**src/rtl/lab5_pkg.sv**
```systemverilog
// Shared types and widths for the lab5 instruction fetch path.
package lab5_pkg;

    localparam int LAB5_ADDR_W = 8;
    localparam int LAB5_DATA_W = 16;
    localparam int FBUF_DEPTH  = 2;

    typedef enum logic [1:0] {
        S_WAIT   = 2'd0,
        S_RUN    = 2'd1,
        S_HALTED = 2'd2
    } fetch_state_t;

    typedef struct packed {
        logic [LAB5_ADDR_W-1:0] pc;
        logic [LAB5_DATA_W-1:0] instr;
    } fetch_entry_t;

endpackage

```
**src/rtl/lab5_fbuf.sv**
```systemverilog
// Two-entry fetch FIFO; flush invalidates contents and wins over enq/deq.
module lab5_fbuf
    import lab5_pkg::*;
(
    input  logic         clk,
    input  logic         rst,
    input  logic         enq,
    input  logic         deq,
    input  logic         flush,
    input  fetch_entry_t din,
    output fetch_entry_t dout,
    output logic [1:0]   count
);

    fetch_entry_t ent [FBUF_DEPTH];
    logic         head;
    logic         tail;

    // Head only moves when another entry will sit behind it, so an empty
    // buffer keeps presenting the last delivered word.
    assign tail = head ^ count[0];
    assign dout = ent[head];

    always_ff @(posedge clk or posedge rst) begin
        if (rst) begin
            count  <= '0;
            head   <= 1'b0;
            ent[0] <= '0;
            ent[1] <= '0;
        end else if (flush) begin
            count <= '0;
        end else begin
            if (enq)
                ent[tail] <= din;
            if (deq && (count[1] || enq))
                head <= ~head;
            count <= count + {1'b0, enq} - {1'b0, deq};
        end
    end

endmodule

```
**src/rtl/lab5_ifetch.sv**
```systemverilog
// Instruction fetch unit: PC, fetch FSM, buffer control and fetch counter.
module lab5_ifetch
    import lab5_pkg::*;
#(
    parameter int ADDR_W = LAB5_ADDR_W,
    parameter int DATA_W = LAB5_DATA_W,
    parameter int DEPTH  = FBUF_DEPTH
) (
    input  logic              CLK,
    input  logic              RESET,
    output logic [ADDR_W-1:0] IRAM_ADDR,
    input  logic [DATA_W-1:0] IRAM_Q,
    output logic              OUT_VALID,
    input  logic              OUT_READY,
    output logic [DATA_W-1:0] OUT_INSTR,
    output logic [ADDR_W-1:0] OUT_PC,
    input  logic              REDIRECT,
    input  logic [ADDR_W-1:0] REDIRECT_PC,
    input  logic              HALT,
    output logic [15:0]       FETCH_CNT
);

    fetch_state_t      state;
    fetch_state_t      state_nxt;
    logic [ADDR_W-1:0] pc;
    logic [1:0]        count;
    logic              fetch_en;
    logic              enq;
    logic              deq;
    fetch_entry_t      din;
    fetch_entry_t      dout;

    always_ff @(posedge CLK or posedge RESET) begin
        if (RESET)
            state <= S_WAIT;
        else
            state <= state_nxt;
    end

    // A redirect freezes RUN/HALTED; the post-reset WAIT cycle always advances.
    always_comb begin
        state_nxt = state;
        case (state)
            S_WAIT:   state_nxt = HALT ? S_HALTED : S_RUN;
            S_RUN:    if (!REDIRECT && HALT)  state_nxt = S_HALTED;
            S_HALTED: if (!REDIRECT && !HALT) state_nxt = S_RUN;
            default:  state_nxt = S_WAIT;
        endcase
    end

    always_comb begin
        fetch_en = (state == S_RUN) && !HALT && !REDIRECT;
    end

    assign OUT_VALID = (count != 2'd0);
    assign deq       = OUT_VALID && OUT_READY && !REDIRECT;
    assign enq       = fetch_en && (count < 2'(DEPTH) || deq);
    assign din       = '{pc: pc, instr: IRAM_Q};

    lab5_fbuf u_fbuf (
        .clk   (CLK),
        .rst   (RESET),
        .enq   (enq),
        .deq   (deq),
        .flush (REDIRECT),
        .din   (din),
        .dout  (dout),
        .count (count)
    );

    always_ff @(posedge CLK or posedge RESET) begin
        if (RESET)
            pc <= '0;
        else if (REDIRECT)
            pc <= {REDIRECT_PC[ADDR_W-1:1], 1'b0};
        else if (enq)
            pc <= pc + ADDR_W'(2);
    end

    always_ff @(posedge CLK or posedge RESET) begin
        if (RESET)
            FETCH_CNT <= '0;
        else if (enq && FETCH_CNT != 16'hFFFF)
            FETCH_CNT <= FETCH_CNT + 16'd1;
    end

    assign IRAM_ADDR = pc;
    assign OUT_INSTR = dout.instr;
    assign OUT_PC    = dout.pc;

endmodule

```
**config.mk**
```make
export PLATFORM = sky130hd
export DESIGN_NAME = lab5_ifetch
export DESIGN_NICKNAME = d
export VERILOG_FILES = /design/src/rtl/lab5_pkg.sv /design/src/rtl/lab5_fbuf.sv /design/src/rtl/lab5_ifetch.sv
export SDC_FILE = /design/constraint.sdc
export NUM_CORES = 1
export LEC_CHECK = 0
export CAP_MARGIN = 10
export CORE_MARGIN = 4
export CORE_UTILIZATION = 45
export CTS_CLUSTER_DIAMETER = 200
export DETAILED_ROUTE_END_ITERATION = 6
export PLACE_DENSITY = 0.72
export SYNTH_ARGS = -nofsm -noshare
export SYNTH_HDL_FRONTEND = slang
export SYNTH_HIERARCHICAL = 1
export SYNTH_SLANG_ARGS = --single-unit
export TNS_END_PERCENT = 50
```
**constraint.sdc**
```tcl
create_clock -name CLK -period 3.6 [get_ports CLK]
set_input_delay 0.72 -clock CLK [delete_from_list [all_inputs] [get_ports CLK]]
set_output_delay 0.72 -clock CLK [all_outputs]
set_load 0.02 [all_outputs]
```
==> metrics.csv, run 1 <==
stage,metric,value,unit
placed_design,GP Congestion,0.812,
floorplan,die area,9650,um2
yosys,Synth Cell Area,3660,um2
floorplan,# rows,32,
pwr,Switching Fraction,0.328,
pwr,P_leak,0.00211,uW
sta,final setup skew,0.00956,ns
worst_setup_path,Crit Path Max Fanout,24,
clock_network,Clock Pin Slew Worst Setup and Hold Paths,0.08,ns
global_route,initial antenna violation count,0,
clock_network,root buffer cell,clkbuf_8,
placed_design,port buffer count,75,
floorplan,Initial Util,0.469,
yosys,top_reg_cell synth,dfrtp_1,
clock_network,clock sink count,76,
yosys,Post-Synthesis Cells,276,
pwr,pwr/cell area,620,nW/um2
sta,Least-Margin Pin Slew,0.975,ns
sta,unrepaired setup endpoints after global routing,no,
sta,crit share post-route,0.800,
pwr,sequential power share,0.420,
clock_network,H-tree levels,3,
sta,TNS Setup,0,ns
cells_and_area,non-filler instance count after layout,465,
pwr,Comb pwr share,0.389,
pwr,Max VDD drop,0.288,mV
sta,Final Setup Violations,0,
cells_and_area,design area,4690,um2
cells_and_area,ant diodes,0,
global_route,first-pass GRT wire length,12700,um
yosys,Synth Warn #,6,
clock_network,clk buf depth,2,
detailed_routing,Final ANT Viol Nets,0,
detailed_routing,DR vias,2448,
flow_run,Max Cap Viol,0,
sta,"Hold Vio Cnt, Final",0,
sta,Slew HR,0.349,
yosys,Synth async-reset ratio,1.00,
cells_and_area,layout cell share with drive strength beyond 1,0.306,
yosys,Yosys cell types,45,
global_route,GRT Util Overall,0.163,
clock_network,CTS buffer count,9,
cells_and_area,"commonest non-fill, non-tap cell in the layout",dfrtp_1,
sta,Max Fclk,0.347,GHz
cells_and_area,Layout Nets,392,
floorplan,Ports,78,
pwr,total power,2910,uW
cells_and_area,Fill cells,671,
worst_setup_path,Critical Setup Path Class,register to output port,
yosys,Synth Register Bits,76,
worst_setup_path,"reg-to-reg slack, setup",1.45,ns
yosys,sequential share of the synthesized area,0.519,
global_route,grt ovf,0,
cells_and_area,most frequent cells in the layout,"dfrtp_1, clkdlybuf4s50_1, mux2_2",
pwr,internal power,1950,uW
clock_network,CTS Hold Buffers Added,0,
min_path,HP Class,register to register,
yosys,Post-Syn Area per Cell,13.3,um2
worst_setup_path,CP Launch Type,register,
run_status,status,"finished, final reports clean",
detailed_routing,overall routed net length,7390,um
yosys,Post-synth EDFFs,0,
global_route,largest net degree at the start of global routing,36,
detailed_routing,drt pass-1 iters,4,
worst_setup_path,kind of end point of the critical path,output port,
pwr,Clock Power Share,0.190,
clock_network,Setup Buffers After CTS,0,
worst_setup_path,CP required,2.88,ns
detailed_routing,Via-to-Cell Ratio,5.26,
worst_setup_path,Crit path arrival time,2.16,ns
clock_network,Resized Gates After CTS,0,
clock_network,insertion delay to the later sink of the worst-skew pair,0.34,ns
clock_network,CTS tree,done,
placed_design,placed insts,450,
detailed_routing,Avg WL per Cell,15.9,um
pwr,Switching Power,954,uW
detailed_routing,DR DRC count,0,
detailed_routing,initial drt markers,93,
sta,Tmin final,2.88,ns
placed_design,Final HPWL DP,5130,um
global_route,number of global-route vias before repair,2585,
sta,WHS,0.490,ns
floorplan,Die W,98.2,um
sta,Pins Over Slew Limit,0,
floorplan,core area,7810,um2
cells_and_area,Area Overhead vs Synth,28.0,%
placed_design,placed cell areas,4520,um2
floorplan,Die Y-Extent,98.2,um
-- Yosys cell counts (2+ instances only) --
| cell | number | area (um2) |
|---|---|---|
| ha_1 | 4 | 50.1 |
| nand4_1 | 3 | 18.8 |
| xnor2_1 | 3 | 26.3 |
| nor3_1 | 5 | 25.0 |
| nor3b_1 | 2 | 15.0 |
| mux2_2 | 74 | 833 |
| buf_4 | 3 | 22.5 |
| nor4_1 | 3 | 18.8 |
| nor2_1 | 3 | 11.3 |
| buf_6 | 3 | 33.8 |
| nand3_1 | 9 | 45.0 |
| a221o_1 | 4 | 40.0 |
| dfrtp_1 | 76 | 1900 |
| nand2b_1 | 3 | 18.8 |
| a211oi_1 | 3 | 22.5 |
| nand2_1 | 9 | 33.8 |
| clkbuf_1 | 3 | 11.3 |
| and4_1 | 2 | 17.5 |
| xor2_1 | 15 | 131 |
| inv_1 | 8 | 30.0 |
| o21ai_0 | 4 | 20.0 |
| a31o_2 | 2 | 17.5 |
| and3_1 | 3 | 18.8 |
| a2111oi_2 | 3 | 45.0 |
| a21oi_1 | 5 | 25.0 |
| o21bai_1 | 2 | 15.0 |
| buf_2 | 4 | 20.0 |
-- registers in the layout, summed over array words and instances (netlist names) --
name and flops:
u_fbuf/count 2, state 2, IRAM_ADDR 7, FETCH_CNT 16
u_fbuf/head 1, u_fbuf/ent 48
-- cells by family after synthesis --
kind of cell | Yosys count | synth area share
mux | 76 | 0.233
flops | 76 | 0.519
simple gates | 53 | 0.0939
compound gates | 26 | 0.0564
buf+inv | 21 | 0.0321
xor+xnor | 19 | 0.0505
fa+ha+maj | 4 | 0.0137
other cells | 1 | 0.00102
-- path summary, 6_finish.rpt --
path	start	to	cells past startpoint
worst min-delay path	FETCH_CNT[8]$_DFFE_PP0P_	FETCH_CNT[8]$_DFFE_PP0P_	1
worst min register to register	FETCH_CNT[8]$_DFFE_PP0P_	FETCH_CNT[8]$_DFFE_PP0P_	1
max in group asynchronous	RESET	IRAM_ADDR[4]$_DFFE_PP0P_	2
worst max-delay path	u_fbuf/head$_DFFE_PP0P_	OUT_PC[3]	3
worst max register to register	state[1]$_DFFE_PP0P_	u_fbuf/count[1]$_DFF_PP0_	11
min in group asynchronous	RESET	u_fbuf/ent[20]$_DFFE_PP0P_	2
-- power groups by stage --
| stage | Sequential (uW) | Clock, uW | Combinational, uW |
|---|---|---|---|
| floorplan | 1230 | 0 | 664 |
| global placement | 1220 | 0 | 1130 |
| detailed placement | 1240 | 0 | 1150 |
| CTS | 1220 | 573 | 1150 |
| global route | 1260 | 612 | 1220 |
| finish | 1220 | 553 | 1130 |
-- final cells by class --
cell class                      instances  area (um2)  share of cell area
Inverter                                8        30.0             0.00641
Timing Repair Buffer                   83         811               0.173
Tap cell                              102         128              0.0272
Clock buffer                            9         124              0.0264
Clock inverter                          6        42.5             0.00907
Sequential cell                        76        1900               0.406
Multi-Input combinational cell        181        1650               0.352
-- stage by stage --
stage,utilization,setup slack [ns]
6_report,0.600,0.721
5_1_grt,0.600,0.609
4_1_cts,0.600,0.681
3_5_place_dp,0.579,0.603
3_3_place_gp,0.579,0.640
2_1_floorplan,-,0.829
-- layer usage --
metal  wire, um  vias up  global-route usage
met5          0        -                   0
met2       3480       66               0.260
met4        116        0              0.0578
li1           -     1153                   -
met3        374       11              0.0414
met1       3420     1218               0.215
-- worst max-delay path, cell delays in order (launching register included) --
cell             delay (ns)
dfrtp_1                0.48
buf_4                  0.38
mux2_2                 0.38
clkdlybuf4s50_1        0.57
Power figures use the tool's default switching activity.
==> inputs of run 2 (changes only) <==
==> constraint.sdc (replaced) <==
create_clock -name CLK -period 2.8 [get_ports CLK]
set_input_delay 0.56 -clock CLK [delete_from_list [all_inputs] [get_ports CLK]]
set_output_delay 0.56 -clock CLK [all_outputs]
set_load 0.02 [all_outputs]
==> run 2 against run 1 <==
Routed wire length increased by 0.20%. Clock power is 80% higher. Count of clock-buffer cells in the layout unchanged. Global-route usage up 0.19 points. First-iteration DRC count shrank 18%. Sequential power up 29%. Core utilization rose by 1.2 points. Critical path depth did not move. Die area unchanged. Worst setup slack worse by 0.40 ns. Non-clock buffer count up 2.
==> metrics.csv, run 2 (synthesis results as in run 1) <==
stage,metric,value,unit
placed_design,placed cell areas,4550,um2
detailed_routing,Avg WL per Cell,15.9,um
sta,final setup skew,0.0108,ns
global_route,largest net degree at the start of global routing,52,
detailed_routing,met2 WL,3540,um
worst_setup_path,Critical Setup Path Class,register to output port,
floorplan,core area,7810,um2
detailed_routing,WL met1,3500,um
clock_network,CTS tree,done,
cells_and_area,design area,4790,um2
floorplan,# rows,32,
pwr,pwr/cell area,841,nW/um2
sta,Tmin final,2.48,ns
worst_setup_path,CP Launch Type,register,
global_route,initial antenna violation count,0,
clock_network,Clock Pin Slew Worst Setup and Hold Paths,0.09,ns
worst_setup_path,CP cell instances,buf_4 -> mux2_2 -> clkdlybuf4s50_1,
cells_and_area,Area Overhead vs Synth,30.6,%
worst_setup_path,Worst path slowest cell,clkdlybuf4s50_1,
cells_and_area,Layout Nets,394,
sta,Slew HR,0.576,
cells_and_area,area of the multi-input gates,1650,um2
worst_setup_path,Crit path arrival time,1.92,ns
cells_and_area,FF+latch area,1900,um2
detailed_routing,overall routed net length,7400,um
placed_design,GP Congestion,0.822,
global_route,number of global-route vias before repair,2673,
clock_network,insertion delay to the later sink of the worst-skew pair,0.33,ns
worst_setup_path,Crit Path Max Fanout,20,
floorplan,die area,9650,um2
pwr,P_leak,0.00216,uW
sta,Max Fclk,0.403,GHz
clock_network,CTS buffer count,9,
run_status,status,"finished, final reports clean",
global_route,first-pass GRT wire length,13100,um
worst_setup_path,Worst path top cell family by delay,buffers and inverters,
clock_network,clk buf depth,2,
cells_and_area,layout cell share with drive strength beyond 1,0.310,
floorplan,Die Y-Extent,98.2,um
worst_setup_path,CP peak stage delay,0.56,ns
min_path,HP Class,register to register,
detailed_routing,DR DRC count,0,
cells_and_area,most frequent cells in the layout,"dfrtp_1, clkdlybuf4s50_1, mux2_2",
detailed_routing,Highest Signal Layer,met4,
detailed_routing,initial drt markers,76,
sta,TNS Setup,0,ns
clock_network,Setup Buffers After CTS,0,
clock_network,root buffer cell,clkbuf_8,
detailed_routing,Via-to-Cell Ratio,5.23,
placed_design,Final HPWL DP,5100,um
worst_setup_path,"Buf+Inv Stages, Crit Path",2,
pwr,Max VDD drop,0.309,mV
flow_run,Max Cap Viol,0,
clock_network,CTS Hold Buffers Added,0,
detailed_routing,DR WL met3,299,um
global_route,GRT Util Overall,0.165,
floorplan,Die W,98.2,um
cells_and_area,largest reg by FF count,u_fbuf/ent,
cells_and_area,"commonest non-fill, non-tap cell in the layout",dfrtp_1,
worst_setup_path,CP required,2.24,ns
sta,"Hold Vio Cnt, Final",0,
cells_and_area,ant diodes,0,
worst_setup_path,kind of end point of the critical path,output port,
sta,Least-Margin Pin Slew,0.636,ns
placed_design,port buffer count,75,
detailed_routing,Final ANT Viol Nets,0,
detailed_routing,DR vias,2444,
detailed_routing,drt pass-1 iters,4,
floorplan,Initial Util,0.469,
sta,crit share post-route,0.886,
global_route,grt ovf,0,
floorplan,Ports,78,
cells_and_area,max reg flops,48,
sta,Final Setup Violations,0,
cells_and_area,Fill cells,639,
sta,Pins Over Slew Limit,0,
clock_network,clock sink count,76,
clock_network,H-tree levels,3,
sta,unrepaired setup endpoints after global routing,no,
clock_network,Resized Gates After CTS,0,
[run 2: cell types whose count changed in the layout (fill, tap and decap cells not counted), sizes merged]
cell / change
bufinv: +3
clkinv: -2
inv: +1
clkinvlp: -2
buf: +2
[run 2: per-layer routing]
| layer | GRT usage | vias up |
|---|---|---|
| li1 | - | 1161 |
| met1 | 0.227 | 1223 |
| met2 | 0.265 | 53 |
| met3 | 0.0329 | 7 |
| met4 | 0.0473 | 0 |
| met5 | 0 | - |
[run 2: worst paths after layout]
| path | start | to | slack [ns] | cells past startpoint |
|---|---|---|---|---|
| max in group asynchronous | RESET | u_fbuf/ent[47]$_DFFE_PP0P_ | 1.61 | 3 |
| worst min register to register | FETCH_CNT[5]$_DFFE_PP0P_ | FETCH_CNT[5]$_DFFE_PP0P_ | 0.49 | 1 |
| worst min-delay path | FETCH_CNT[5]$_DFFE_PP0P_ | FETCH_CNT[5]$_DFFE_PP0P_ | 0.49 | 1 |
| worst max register to register | FETCH_CNT[0]$_DFFE_PP0P_ | FETCH_CNT[1]$_DFFE_PP0P_ | 0.66 | 5 |
| worst max-delay path | u_fbuf/head$_DFFE_PP0P_ | OUT_PC[7] | 0.32 | 3 |
| min in group asynchronous | RESET | FETCH_CNT[10]$_DFFE_PP0P_ | 0.51 | 2 |
[run 2: cell type report]
type	count	share of cell area
multi-input combinational	181	0.345
clock buffer	9	0.0259
tap	102	0.0267
clock inverter	6	0.0235
timing repair buffer	85	0.175
sequential	76	0.397
inverter	8	0.00627
[run 2: stage by stage]
step | power (uW) | util | hold WS, ns | instances | setup WS (ns)
after floorplan | 2440 | - | 0.460 | 278 | 0.189
after global placement | 3030 | 0.583 | 0.472 | 452 | 0.158
after detailed placement | 3070 | 0.583 | 0.475 | 452 | 0.144
after CTS | 4080 | 0.613 | 0.491 | 467 | 0.291
after global routing | 4260 | 0.613 | 0.518 | 467 | 0.205
final | 4030 | 0.613 | 0.489 | 467 | 0.319
[run 2: report_power, final]
part | internal, uW | switching [uW] | leakage (uW)
Combinational | 818 | 650 | 0.00105
Sequential | 1380 | 184 | 0.000991
Clock | 591 | 402 | 0.000120
Total | 2790 | 1240 | 0.00216
==> inputs of run 3 (changes only) <==
--- a/config.mk
+++ b/config.mk
@@ -8,7 +8,9 @@
 export CAP_MARGIN = 10
 export CORE_MARGIN = 4
 export CORE_UTILIZATION = 45
+export CTS_BUF_LIST = sky130_fd_sc_hd__clkbuf_8
 export CTS_CLUSTER_DIAMETER = 200
+export CTS_CLUSTER_SIZE = 20
 export DETAILED_ROUTE_END_ITERATION = 6
 export PLACE_DENSITY = 0.72
 export SYNTH_ARGS = -nofsm -noshare
==> results of run 3 <==
Final layout, timing and power as in run 2 (identical DEF).
